`config.mk`:
```
export PLATFORM = sky130hd
export DESIGN_NAME = apb_master_ctrl_flat
export DESIGN_NICKNAME = d
export VERILOG_FILES = /design/src/rtl/apb_pkg.sv /design/src/rtl/apb_master_ctrl_if.sv /design/src/rtl/apb_addr_decode.sv /design/src/rtl/apb_master_ctrl.sv /design/src/flat_wrapper.sv
export SDC_FILE = /design/constraint.sdc
export NUM_CORES = 1
export LEC_CHECK = 0
export ABC_AREA = 1
export CORE_ASPECT_RATIO = 0.8
export CORE_MARGIN = 2
export CORE_UTILIZATION = 30
export DETAILED_ROUTE_END_ITERATION = 16
export SLEW_MARGIN = 15
export SYNTH_ARGS = -nofsm -noshare
export SYNTH_HDL_FRONTEND = slang
export SYNTH_SLANG_ARGS = --single-unit
```
`constraint.sdc`:
```
create_clock -name clock -period 4.24 [get_ports clock]
set_input_delay 0.424 -clock clock [delete_from_list [all_inputs] [get_ports clock]]
set_output_delay 0.424 -clock clock [all_outputs]
set_load 0.1 [all_outputs]
```
`src/rtl/apb_pkg.sv`:
```
// Shared types and default parameters for the APB master controller.
package apb_pkg;

  typedef enum logic [1:0] {
    IDLE   = 2'd0,
    SETUP  = 2'd1,
    ACCESS = 2'd2,
    DERR   = 2'd3
  } apb_state_e;

  localparam int APB_ADDR_W  = 32;
  localparam int APB_DATA_W  = 32;
  localparam int APB_NUM_SLV = 4;
  localparam int APB_SLV_LSB = 28;
  localparam int APB_TIMEOUT = 16;

  // Select-field width; a single slave still needs a 1-bit index vector.
  function automatic int sel_bits(input int n);
    return (n > 1) ? $clog2(n) : 1;
  endfunction

endpackage

```
`src/rtl/apb_master_ctrl_if.sv`:
```
// Request/response handshake plus APB bus signals of the controller.
interface apb_master_ctrl_if #(
  parameter int ADDR_W  = 32,
  parameter int DATA_W  = 32,
  parameter int NUM_SLV = 4
);
  logic              req_valid;
  logic              req_ready;
  logic [ADDR_W-1:0] req_addr;
  logic              req_write;
  logic [DATA_W-1:0] req_wdata;
  logic              rsp_valid;
  logic [DATA_W-1:0] rsp_rdata;
  logic              rsp_err;

  logic [ADDR_W-1:0]  Paddr;
  logic [DATA_W-1:0]  Pwdata;
  logic               Pwrite;
  logic [NUM_SLV-1:0] Pselx;
  logic               Penable;
  logic [DATA_W-1:0]  Prdata;
  logic               Pready;
  logic               Pslverr;

  modport master (
    input  req_valid, req_addr, req_write, req_wdata, Prdata, Pready, Pslverr,
    output req_ready, rsp_valid, rsp_rdata, rsp_err,
           Paddr, Pwdata, Pwrite, Pselx, Penable
  );

  modport slave (
    output req_valid, req_addr, req_write, req_wdata, Prdata, Pready, Pslverr,
    input  req_ready, rsp_valid, rsp_rdata, rsp_err,
           Paddr, Pwdata, Pwrite, Pselx, Penable
  );
endinterface

```
`src/rtl/apb_addr_decode.sv`:
```
// Address to one-hot slave select; err flags an index with no slave behind it.
module apb_addr_decode
  import apb_pkg::*;
#(
  parameter int ADDR_W  = APB_ADDR_W,
  parameter int NUM_SLV = APB_NUM_SLV,
  parameter int SLV_LSB = APB_SLV_LSB
) (
  input  logic [ADDR_W-1:0]  addr,
  output logic [NUM_SLV-1:0] sel,
  output logic               err
);
  localparam int SW = sel_bits(NUM_SLV);

  logic [SW-1:0] idx;
  logic          unused_addr;

  generate
    if (NUM_SLV == 1) begin : g_one
      assign idx = '0;
    end else begin : g_many
      assign idx = addr[SLV_LSB +: SW];
    end
  endgenerate

  assign unused_addr = ^addr;

  always_comb begin
    sel = '0;
    for (int i = 0; i < NUM_SLV; i++) sel[i] = (idx == SW'(i));
  end

  // Indices past NUM_SLV leave sel empty.
  assign err = ~|sel;

endmodule

```
`src/rtl/apb_master_ctrl.sv`:
```
// Single-request APB master: accepts a request, runs SETUP/ACCESS with wait
// states and timeout, and returns a one-cycle response pulse.
module apb_master_ctrl
  import apb_pkg::*;
#(
  parameter int ADDR_W  = APB_ADDR_W,
  parameter int DATA_W  = APB_DATA_W,
  parameter int NUM_SLV = APB_NUM_SLV,
  parameter int SLV_LSB = APB_SLV_LSB,
  parameter int TIMEOUT = APB_TIMEOUT
) (
  input logic             clock,
  input logic             reset,
  apb_master_ctrl_if.master bus
);
  localparam int CW = $clog2(TIMEOUT);

  apb_state_e         state;
  logic               rdy_q;
  logic [CW-1:0]      wcnt;
  logic [NUM_SLV-1:0] dec_sel;
  logic               dec_err;
  logic               ready;
  logic               take;

  logic               rsp_valid_q;
  logic [DATA_W-1:0]  rsp_rdata_q;
  logic               rsp_err_q;
  logic [ADDR_W-1:0]  paddr_q;
  logic [DATA_W-1:0]  pwdata_q;
  logic               pwrite_q;
  logic [NUM_SLV-1:0] psel_q;
  logic               penable_q;

  apb_addr_decode #(
    .ADDR_W (ADDR_W),
    .NUM_SLV(NUM_SLV),
    .SLV_LSB(SLV_LSB)
  ) u_dec (
    .addr(bus.req_addr),
    .sel (dec_sel),
    .err (dec_err)
  );

  // rdy_q covers IDLE; the ACCESS term lets a new request ride the completing cycle.
  assign ready = rdy_q | ((state == ACCESS) & bus.Pready);
  assign take  = ready & bus.req_valid;

  always_ff @(posedge clock or posedge reset) begin
    if (reset) begin
      state       <= IDLE;
      rdy_q       <= 1'b0;
      wcnt        <= '0;
      rsp_valid_q <= 1'b0;
      rsp_rdata_q <= '0;
      rsp_err_q   <= 1'b0;
      paddr_q     <= '0;
      pwdata_q    <= '0;
      pwrite_q    <= 1'b0;
      psel_q      <= '0;
      penable_q   <= 1'b0;
    end else begin
      rsp_valid_q <= 1'b0;
      rdy_q       <= 1'b0;
      case (state)
        IDLE: rdy_q <= ~take;
        SETUP: begin
          penable_q <= 1'b1;
          state     <= ACCESS;
        end
        ACCESS: begin
          if (bus.Pready) begin
            rsp_valid_q <= 1'b1;
            rsp_err_q   <= bus.Pslverr;
            rsp_rdata_q <= pwrite_q ? '0 : bus.Prdata;
            penable_q   <= 1'b0;
            if (!bus.req_valid) begin
              state  <= IDLE;
              psel_q <= '0;
              rdy_q  <= 1'b1;
            end
          end else if (wcnt == CW'(TIMEOUT - 1)) begin
            rsp_valid_q <= 1'b1;
            rsp_err_q   <= 1'b1;
            rsp_rdata_q <= '0;
            penable_q   <= 1'b0;
            psel_q      <= '0;
            state       <= IDLE;
            rdy_q       <= 1'b1;
          end else begin
            wcnt <= wcnt + 1'b1;
          end
        end
        DERR: begin
          rsp_valid_q <= 1'b1;
          rsp_err_q   <= 1'b1;
          rsp_rdata_q <= '0;
          state       <= IDLE;
          rdy_q       <= 1'b1;
        end
        default: state <= IDLE;
      endcase

      // Acceptance overrides the per-state next state chosen above.
      if (take) begin
        paddr_q   <= bus.req_addr;
        pwdata_q  <= bus.req_wdata;
        pwrite_q  <= bus.req_write;
        penable_q <= 1'b0;
        wcnt      <= '0;
        if (dec_err) begin
          psel_q <= '0;
          state  <= DERR;
        end else begin
          psel_q <= dec_sel;
          state  <= SETUP;
        end
      end
    end
  end

  assign bus.req_ready = ready;
  assign bus.rsp_valid = rsp_valid_q;
  assign bus.rsp_rdata = rsp_rdata_q;
  assign bus.rsp_err   = rsp_err_q;
  assign bus.Paddr     = paddr_q;
  assign bus.Pwdata    = pwdata_q;
  assign bus.Pwrite    = pwrite_q;
  assign bus.Pselx     = psel_q;
  assign bus.Penable   = penable_q;

endmodule

```
`src/flat_wrapper.sv`:
```
// flat-port wrapper written by rule: the top's interface ports become plain ports
module apb_master_ctrl_flat import apb_pkg::*;
#(
  parameter int ADDR_W  = APB_ADDR_W,
  parameter int DATA_W  = APB_DATA_W,
  parameter int NUM_SLV = APB_NUM_SLV,
  parameter int SLV_LSB = APB_SLV_LSB,
  parameter int TIMEOUT = APB_TIMEOUT
)
  (clock, reset, bus_req_valid, bus_req_addr, bus_req_write, bus_req_wdata, bus_Prdata, bus_Pready, bus_Pslverr, bus_req_ready, bus_rsp_valid, bus_rsp_rdata, bus_rsp_err, bus_Paddr, bus_Pwdata, bus_Pwrite, bus_Pselx, bus_Penable);
  apb_master_ctrl_if #(.ADDR_W(ADDR_W), .DATA_W(DATA_W), .NUM_SLV(NUM_SLV)) bus_i ();
  input logic clock;
  input logic reset;
  input wire logic [$bits(bus_i.req_valid)-1:0] bus_req_valid;
  input wire logic [$bits(bus_i.req_addr)-1:0] bus_req_addr;
  input wire logic [$bits(bus_i.req_write)-1:0] bus_req_write;
  input wire logic [$bits(bus_i.req_wdata)-1:0] bus_req_wdata;
  input wire logic [$bits(bus_i.Prdata)-1:0] bus_Prdata;
  input wire logic [$bits(bus_i.Pready)-1:0] bus_Pready;
  input wire logic [$bits(bus_i.Pslverr)-1:0] bus_Pslverr;
  output wire logic [$bits(bus_i.req_ready)-1:0] bus_req_ready;
  output wire logic [$bits(bus_i.rsp_valid)-1:0] bus_rsp_valid;
  output wire logic [$bits(bus_i.rsp_rdata)-1:0] bus_rsp_rdata;
  output wire logic [$bits(bus_i.rsp_err)-1:0] bus_rsp_err;
  output wire logic [$bits(bus_i.Paddr)-1:0] bus_Paddr;
  output wire logic [$bits(bus_i.Pwdata)-1:0] bus_Pwdata;
  output wire logic [$bits(bus_i.Pwrite)-1:0] bus_Pwrite;
  output wire logic [$bits(bus_i.Pselx)-1:0] bus_Pselx;
  output wire logic [$bits(bus_i.Penable)-1:0] bus_Penable;
  assign bus_i.req_valid = bus_req_valid;
  assign bus_i.req_addr = bus_req_addr;
  assign bus_i.req_write = bus_req_write;
  assign bus_i.req_wdata = bus_req_wdata;
  assign bus_i.Prdata = bus_Prdata;
  assign bus_i.Pready = bus_Pready;
  assign bus_i.Pslverr = bus_Pslverr;
  assign bus_req_ready = bus_i.req_ready;
  assign bus_rsp_valid = bus_i.rsp_valid;
  assign bus_rsp_rdata = bus_i.rsp_rdata;
  assign bus_rsp_err = bus_i.rsp_err;
  assign bus_Paddr = bus_i.Paddr;
  assign bus_Pwdata = bus_i.Pwdata;
  assign bus_Pwrite = bus_i.Pwrite;
  assign bus_Pselx = bus_i.Pselx;
  assign bus_Penable = bus_i.Penable;
  apb_master_ctrl #(.ADDR_W(ADDR_W), .DATA_W(DATA_W), .NUM_SLV(NUM_SLV), .SLV_LSB(SLV_LSB), .TIMEOUT(TIMEOUT)) u_core (.clock(clock), .reset(reset), .bus(bus_i));
endmodule
```
==> results of run 1 <==
critical path: stages, from the launching register on:
cell	delay (ps)
dfrtp_1	410
inv_1	90
ha_1	300
nand2_1	90
nand2_1	90
clkdlybuf4s50_1	1140
registers in the layout, summed over array words and instances, names as in the netlist:
signal / flops
u_core.bus.Paddr: 32
u_core.bus.Pwdata: 32
u_core.bus.rsp_rdata: 32
u_core.bus.Pselx: 4
u_core.wcnt: 4
u_core.state: 2
u_core.bus.Penable: 1
u_core.bus.Pwrite: 1
u_core.bus.rsp_err: 1
u_core.bus.rsp_valid: 1
u_core.rdy_q: 1
area by class of cell:
type | instances | area share, %
multi-input combinational | 353 | 21.8
clock buffer | 10 | 3.44
inverter | 13 | 0.738
sequential | 111 | 39.9
clock inverter | 5 | 0.594
tap | 184 | 3.31
timing repair buffer | 211 | 30.2
layout by cell type (no fill, tap or decap):
master	instances
nand2_1	253
clkdlybuf4s50_1	206
dfrtp_1	111
nand3_1	78
inv_1	11
clkbuf_16	9
ha_1	5
buf_4	5
nand2_2	4
o21ai_0	3
a21oi_1	2
inv_6	2
clkinvlp_4	2
inv_2	1
nor2_1	1
o21ai_1	1
mux2i_1	1
xor2_1	1
a21oi_2	1
nor2_4	1
inv_4	1
nand4_1	1
xnor2_1	1
clkinv_4	1
clkbuf_8	1
per-stage QoR:
stage / hold WS, ps / std cells / setup WS [ps]
finish: 476 / 887 / 1360
floorplan: 475 / 504 / 885
global route: 503 / 887 / 1250
detailed placement: 459 / 872 / 1570
CTS: 482 / 887 / 1320
global placement: 455 / 872 / 1560
final timing paths:
check | endpoint | slack (ps) | depth (start not counted)
max | bus_req_ready | 1360 | 5
min | u_core.bus.Penable$_DFFE_PP0P_ | 480 | 2
max reg2reg | u_core.bus.rsp_rdata[24]$_DFFE_PP0P_ | 1870 | 7
min reg2reg | u_core.bus.Penable$_DFFE_PP0P_ | 480 | 2
max in group asynchronous | u_core.bus.Paddr[14]$_DFFE_PP0P_ | 2790 | 3
min in group asynchronous | u_core.bus.Pwdata[17]$_DFFE_PP0P_ | 600 | 2
cells by family (layout without fill, tap and decap cells):
logic type / after synthesis / in the layout / share of synthesized area (%)
AO/OA/AOI/OAI: 7 / 7 / 0.866
XOR/XNOR: 2 / 2 / 0.391
adder cells (fa/ha/maj): 5 / 5 / 1.40
buffers and inverters: 40 / 239 / 4.28
flip-flops: 111 / 111 / 62.0
multiplexers: 1 / 1 / 0.224
AND/OR/NAND/NOR: 338 / 338 / 30.8
per-layer routing:
metal  routed length, µm  global-route usage, %  vias to the layer above
met2                5650                   24.3                      144
li1                    -                      -                     1963
met5                   0                      0                        -
met4                 121                   4.00                        0
met3                1040                   5.33                       11
met1                5770                   21.3                     1851
==> results.sh, run 1 <==
export IMPL_ys_flop_type="dfrtp_1"
export IMPL_fin_util_pct=48.1
export IMPL_die_y_um=113
export IMPL_core_area_um2=14400
export IMPL_die_area_um2=15900
export IMPL_start_util_pct=31.0
export IMPL_diodes=0
export IMPL_finalCritPeriodShare_pct=68.0
export IMPL_ant_nets=0
export IMPL_yosysUniqueCellTypes=19
export IMPL_critical_path_class="reg -> out"
export IMPL_cts_max_level=3
export IMPL_worst_pin_slew_ps=1040
export IMPL_ys_seq_elements=111
export IMPL_cp_start_kind="register"
export IMPL_insertion_delay_ps=340
export IMPL_drcViolationCount=0
export IMPL_setup_viol=0
export IMPL_cts_buffer_depth=2
export IMPL_worstReg2RegStart="u_core.wcnt[0]$_DFFE_PP0P_"
export IMPL_cts_tree="built"
export IMPL_ff_latch_area_um2=2780
export IMPL_multi_input_area_um2=1520
export IMPL_ys_async_sr_fraction_pct=100
export IMPL_num_nets_final=806
export IMPL_end_kind="primary output"
export IMPL_rsz0062_at_grt="false"
export IMPL_syn_inst=504
export IMPL_status="finished, final reports clean"
export IMPL_io_buffers=206
export IMPL_via_count=3969
export IMPL_grt_first_pass_wirelength_mm=20.1
export IMPL_cts_hold_buf=0
export IMPL_setup_tns_final_ps=0
export IMPL_design_area_um2=6950
export IMPL_synth_area_top_cells="dfrtp_1 62%, nand2_1 21%, nand3_1 8.7%, buf_2 1.7%, ha_1 1.4%"
export IMPL_skew_ps=8.98
export IMPL_grt_pass1_vias=3956
export IMPL_gr_usage_all_layers_pct=15.7
export IMPL_layout_drive_gt1_share_pct=3.98
export IMPL_final_hold_viol_count=0
export IMPL_worstPathRequired_ps=3820
export IMPL_synth_top_area_share_pct=62.0
export IMPL_syn_area_per_cell_um2=8.88
export IMPL_synth_fp_nets=611
export IMPL_startpoint="u_core.state[0]$_DFFE_PP0P_"
export IMPL_clkSinkCount=111
export IMPL_gr_total_overflow=0
export IMPL_dp_hpwl_mm=8.67
export IMPL_yosys_warnings=0
export IMPL_cts_setup_buffers=0
export IMPL_filler_cell_count=1363
export IMPL_post_drt_wl_per_cell_um=14.2
export IMPL_die_w_um=141
export IMPL_worstPathArrival_ps=2460
export IMPL_maxSlewViolCount=0
export IMPL_vias_per_cell=4.47
export IMPL_maxCapViolCount=0
export IMPL_place_area_um2=6670
export IMPL_crit_fanout=6
export IMPL_cts_resized=0
export IMPL_gp_congestion=0.733
export IMPL_min_from="u_core.bus.Penable$_DFFE_PP0P_"
export IMPL_slew_headroom_pct=30.6
export IMPL_firstDrtPassIters=6
export IMPL_routed_wl_mm=12.6
export IMPL_max_freq_mhz=347
export IMPL_num_rows=39
export IMPL_grt_max_degree=79
export IMPL_worst_hold_path_type="reg -> reg"
export IMPL_area_growth_pct=55.3
export IMPL_path_clk_slew_ps=70
export IMPL_fin_crit_ps=2880
export IMPL_syn_area_um2=4480
export IMPL_yosysMostFrequentCell="nand2_1"
export IMPL_yosys_area_top_type="dfrtp_1"
export IMPL_root_buffer="clkbuf_16"
export IMPL_ioPinCount=207
export IMPL_synthTopCellsByCount="253 x nand2_1, 111 x dfrtp_1, 78 x nand3_1"
export IMPL_cts_buffers=9
export IMPL_antenna_found_initial=0
export IMPL_synth_seq_area_share_pct=62.0
export IMPL_drt_initial_drc_count=191
export IMPL_synth_edf_count=0
Power of run 1 is left out: the tool's default activity adds up to more than one toggle a clock period on the data nets, which glitch-free logic cannot reach.
==> run 2: changes to the inputs <==
==> constraint.sdc (replaced) <==
create_clock -name clock -period 2.7 [get_ports clock]
set_input_delay 0.27 -clock clock [delete_from_list [all_inputs] [get_ports clock]]
set_output_delay 0.27 -clock clock [all_outputs]
set_load 0.1 [all_outputs]
==> run 2 against run 1 <==
Effect of this change:
- die area stayed put
- critical path depth up 4
- clock skew down 1.1 ps
- global-route usage rose by 0.67 points
- register-to-register slack worse by 1200 ps
- count of clock-buffer cells in the layout fell by 1
==> results.sh, run 2 (same netlist as run 1, synthesis figures left out) <==
export IMPL_layoutNonFillerInstCount=887
export IMPL_ant_nets=0
export IMPL_cpMaxStageDelayCell="dfrtp_1"
export IMPL_rsz0062_at_grt="false"
export IMPL_gr_usage_all_layers_pct=16.3
export IMPL_cp_start_kind="register"
export IMPL_die_area_um2=15900
export IMPL_fin_crit_ps=1990
export IMPL_setup_tns_final_ps=0
export IMPL_via_count=4063
export IMPL_crit_chain="inv_1 -> ha_1 -> nand2_1 -> nand2_1 -> nand2_2 -> inv_2 -> buf_4 -> nand2_1 -> nand2_1"
export IMPL_cts_hold_buf=0
export IMPL_maxCapViolCount=0
export IMPL_insertion_delay_ps=350
export IMPL_die_w_um=141
export IMPL_clkSinkCount=111
export IMPL_worst_hold_path_type="in -> reg"
export IMPL_cts_resized=0
export IMPL_core_area_um2=14400
export IMPL_gp_congestion=0.734
export IMPL_slew_headroom_pct=58.8
export IMPL_worst_pin_slew_ps=616
export IMPL_highest_layer="met4"
export IMPL_cp_common_cell="nand2_1"
export IMPL_max_freq_mhz=503
export IMPL_cts_buffers=9
export IMPL_worstPathRequired_ps=2980
export IMPL_drcViolationCount=0
export IMPL_status="finished, final reports clean"
export IMPL_grt_max_degree=112
export IMPL_wirelength_met1_mm=5.59
export IMPL_num_rows=39
export IMPL_io_buffers=206
export IMPL_root_buffer="clkbuf_16"
export IMPL_num_nets_final=808
export IMPL_ioPinCount=207
export IMPL_firstDrtPassIters=4
export IMPL_cts_buffer_depth=2
export IMPL_path_clk_slew_ps=70
export IMPL_die_y_um=113
export IMPL_drt_initial_drc_count=190
export IMPL_gr_total_overflow=0
export IMPL_diodes=0
export IMPL_filler_cell_count=1401
export IMPL_wl_met2_mm=5.85
export IMPL_setup_viol=0
export IMPL_finalCritPeriodShare_pct=73.6
export IMPL_skew_ps=7.91
export IMPL_antenna_found_initial=0
export IMPL_grt_pass1_vias=4049
export IMPL_dr_wl_met3_mm=1.03
export IMPL_layout_drive_gt1_share_pct=18.9
export IMPL_maxSlewViolCount=0
export IMPL_dp_hpwl_mm=8.75
export IMPL_routed_wl_mm=12.6
export IMPL_worstPathArrival_ps=2270
export IMPL_mostFrequentLayoutCell="nand2_1"
export IMPL_end_kind="register"
export IMPL_dp_cells=874
export IMPL_cts_max_level=3
export IMPL_layout_common_cells="253 x nand2_1, 111 x dfrtp_1, 110 x buf_4"
export IMPL_grt_first_pass_wirelength_mm=20.6
export IMPL_cts_setup_buffers=0
export IMPL_crit_fanout=34
export IMPL_final_hold_viol_count=0
export IMPL_slowest_delay_ps=410
export IMPL_cts_tree="built"
export IMPL_area_growth_pct=50.2
export IMPL_critical_path_class="reg -> reg"
export IMPL_vias_per_cell=4.58
export IMPL_post_drt_wl_per_cell_um=14.2
export IMPL_start_util_pct=31.0
run 2: metal layers:
layer,track usage (%),vias to the layer above
li1,-,1975
met4,4.87,0
met1,21.2,1919
met3,5.76,12
met2,26.0,157
met5,0,-
run 2: worst paths after layout:
kind,start,endpoint,slack (ps),depth (start not counted)
max,u_core.state[0]$_DFFE_PP0P_,u_core.bus.Pwdata[28]$_DFFE_PP0P_,710,9
min,bus_req_addr[18],u_core.bus.Paddr[18]$_DFFE_PP0P_,450,3
max reg2reg,u_core.state[0]$_DFFE_PP0P_,u_core.bus.Pwdata[28]$_DFFE_PP0P_,710,9
min reg2reg,u_core.bus.Pwdata[2]$_DFFE_PP0P_,u_core.bus.Pwdata[2]$_DFFE_PP0P_,480,2
max in group asynchronous,reset,u_core.bus.Pwdata[8]$_DFFE_PP0P_,1820,3
min in group asynchronous,reset,u_core.bus.Pwdata[12]$_DFFE_PP0P_,460,3
run 2: through the flow:
stage	setup slack [ps]	hold slack (ps)	utilization, %	cell area, µm²
floorplan	410	380	-	4480
global placement	762	463	44.6	6450
detailed placement	692	465	44.6	6450
CTS	685	431	46.5	6720
finish	712	451	46.5	6720
global route	494	442	46.5	6720
run 2: cell type report:
type	instances	area, µm²	area share (%)
clock buffer	9	225	3.35
clock inverter	4	50.0	0.744
inverter	13	52.6	0.782
multi-input combinational	353	1510	22.5
sequential	111	2780	41.3
tap	184	230	3.42
timing repair buffer	213	1880	27.9
run 2: worst max-delay path: cells and delay by family (launching register included):
kind,cells,cell delay [ps]
buffers and inverters,3,650
and+or+nand+nor,5,560
DFF,1,410
adders and majority gates,1,290
Power of run 2 is left out for the same reason.
==> run 3: changes to the inputs <==
==> constraint.sdc (replaced) <==
create_clock -name clock -period 1.75 [get_ports clock]
set_input_delay 0.175 -clock clock [delete_from_list [all_inputs] [get_ports clock]]
set_output_delay 0.175 -clock clock [all_outputs]
set_load 0.1 [all_outputs]
==> run 3 against run 2 <==
Effect of this change:
- non-clock buffer count grew 12
- critical path type unchanged
- wire length rose by 3.3%
- clock skew decreased by 2.0 ps
- critical path depth down 1
- cell count grew 1.7%
- flip-flop and latch count unchanged
- highest routed layer unchanged
- fmax increased by 23%
==> results.sh, run 3 (same netlist as run 1, synthesis figures left out) <==
export IMPL_post_drt_wl_per_cell_um=14.5
export IMPL_die_area_um2=15900
export IMPL_gr_usage_all_layers_pct=16.3
export IMPL_layout_common_cells="252 x nand2_1, 116 x buf_4, 111 x dfrtp_1"
export IMPL_multi_input_area_um2=1530
export IMPL_gp_congestion=0.781
export IMPL_slew_headroom_pct=74.6
export IMPL_cts_buffer_depth=2
export IMPL_maxSlewViolCount=0
export IMPL_mostFrequentLayoutCell="nand2_1"
export IMPL_grt_pass1_vias=4192
export IMPL_dp_cells=884
export IMPL_skew_ps=5.94
export IMPL_rsz0062_at_grt="true"
export IMPL_area_growth_pct=54.4
export IMPL_groute_layer_met2_usage_pct=26.5
export IMPL_crit_fanout=5
export IMPL_worstPathArrival_ps=1860
export IMPL_die_y_um=113
export IMPL_firstDrtPassIters=4
export IMPL_critical_path_class="reg -> reg"
export IMPL_setup_viol=0
export IMPL_finalCritPeriodShare_pct=92.5
export IMPL_routed_wl_mm=13.0
export IMPL_drt_initial_drc_count=177
export IMPL_grt_first_pass_wirelength_mm=20.7
export IMPL_worstPathRequired_ps=1990
export IMPL_maxCapViolCount=0
export IMPL_ff2ff_setup_slack_ps=130
export IMPL_antenna_found_initial=0
export IMPL_drcViolationCount=0
export IMPL_timing_rr_end="u_core.wcnt[3]$_DFFE_PP0P_"
export IMPL_ff_latch_area_um2=2780
export IMPL_end_kind="register"
export IMPL_layout_drive_gt1_share_pct=20.5
export IMPL_core_area_um2=14400
export IMPL_clkSinkCount=111
export IMPL_fin_crit_ps=1620
export IMPL_root_buffer="clkbuf_16"
export IMPL_worst_pin_slew_ps=379
export IMPL_grt_busiest_layer="met2"
export IMPL_grt_max_degree=65
export IMPL_r2r_cells=8
export IMPL_worstReg2RegStart="u_core.state[0]$_DFFE_PP0P_"
export IMPL_cts_hold_buf=0
export IMPL_worst_hold_path_type="in -> async"
export IMPL_vias_per_cell=4.53
export IMPL_die_w_um=141
export IMPL_layoutNonFillerInstCount=902
export IMPL_filler_cell_count=1403
export IMPL_cts_max_level=3
export IMPL_gr_total_overflow=0
export IMPL_path_clk_slew_ps=70
export IMPL_status="finished, final reports clean"
export IMPL_ioPinCount=207
export IMPL_cts_tree="built"
export IMPL_io_buffers=206
export IMPL_dp_hpwl_mm=9.39
export IMPL_cp_start_kind="register"
export IMPL_max_freq_mhz=618
export IMPL_final_hold_viol_count=0
export IMPL_via_count=4083
export IMPL_num_rows=39
export IMPL_num_nets_final=820
export IMPL_start_util_pct=31.0
export IMPL_diodes=0
export IMPL_ant_nets=0
export IMPL_insertion_delay_ps=350
export IMPL_gr_usage_met3_pct=6.77
export IMPL_cts_buffers=9
export IMPL_use_met1_pct=20.2
## run 3: changes by cell type in the layout (fill, tap and decap cells not counted), sizes merged
cell	change
buf	+11
clkbuf	+5
clkinvlp	-1
## run 3: worst max-delay path: stages (launching register included)
cell and delay, ps:
dfrtp_1 400, inv_1 90, ha_2 180, buf_4 140
inv_1 90, o21ai_1 350, inv_1 130, nand2_1 90
nand2_1 50
## run 3: how the worst max path moves through the flow
stage	start	end	slack, ps	depth (start not counted)
2_1_floorplan	u_core.state[0]$_DFFE_PP0P_	u_core.bus.Pwrite$_DFFE_PP0P_	20	9
3_3_place_gp	bus_Pready	u_core.bus.Pselx[3]$_DFFE_PP0P_	140	8
3_5_place_dp	u_core.state[0]$_DFFE_PP0P_	u_core.bus.Paddr[29]$_DFFE_PP0P_	90	7
4_1_cts	u_core.state[0]$_DFFE_PP0P_	u_core.bus.Pselx[3]$_DFFE_PP0P_	70	9
5_1_grt	u_core.state[0]$_DFFE_PP0P_	u_core.bus.rsp_rdata[19]$_DFFE_PP0P_	-40	9
6_report	u_core.state[0]$_DFFE_PP0P_	u_core.wcnt[3]$_DFFE_PP0P_	130	8
## run 3: metrics by stage
step / util (%) / setup slack [ps] / cell area [µm²] / hold slack (ps) / setup TNS, ps
floorplan: - / 19.9 / 4500 / 285 / 0
global placement: 45.5 / 136 / 6580 / 457 / 0
detailed placement: 45.5 / 93.8 / 6580 / 467 / 0
CTS: 47.6 / 69.0 / 6870 / 277 / 0
global route: 47.9 / -37.5 / 6910 / 287 / -253
finish: 47.9 / 132 / 6910 / 277 / 0
## run 3: metal layers
layer | wire length [µm] | share of wire (%)
met2 | 6030 | 46
met5 | 0 | 0
met4 | 130 | 1.0
met3 | 1150 | 8.8
met1 | 5740 | 44
## run 3: timing repair
item / in CTS / in global routing
setup buffers: 0 / 1
setup endpoints to repair: 0 / 103
resized for setup: 0 / 2
## run 3: layout make-up
| cell class | instances | area share (%) |
|---|---|---|
| Sequential cell | 111 | 40.2 |
| Timing Repair Buffer | 225 | 29.4 |
| Multi-Input combinational cell | 353 | 22.1 |
| Clock buffer | 13 | 3.62 |
| Tap cell | 184 | 3.33 |
| Inverter | 13 | 0.760 |
| Clock inverter | 3 | 0.615 |
Power of run 3 is left out for the same reason.
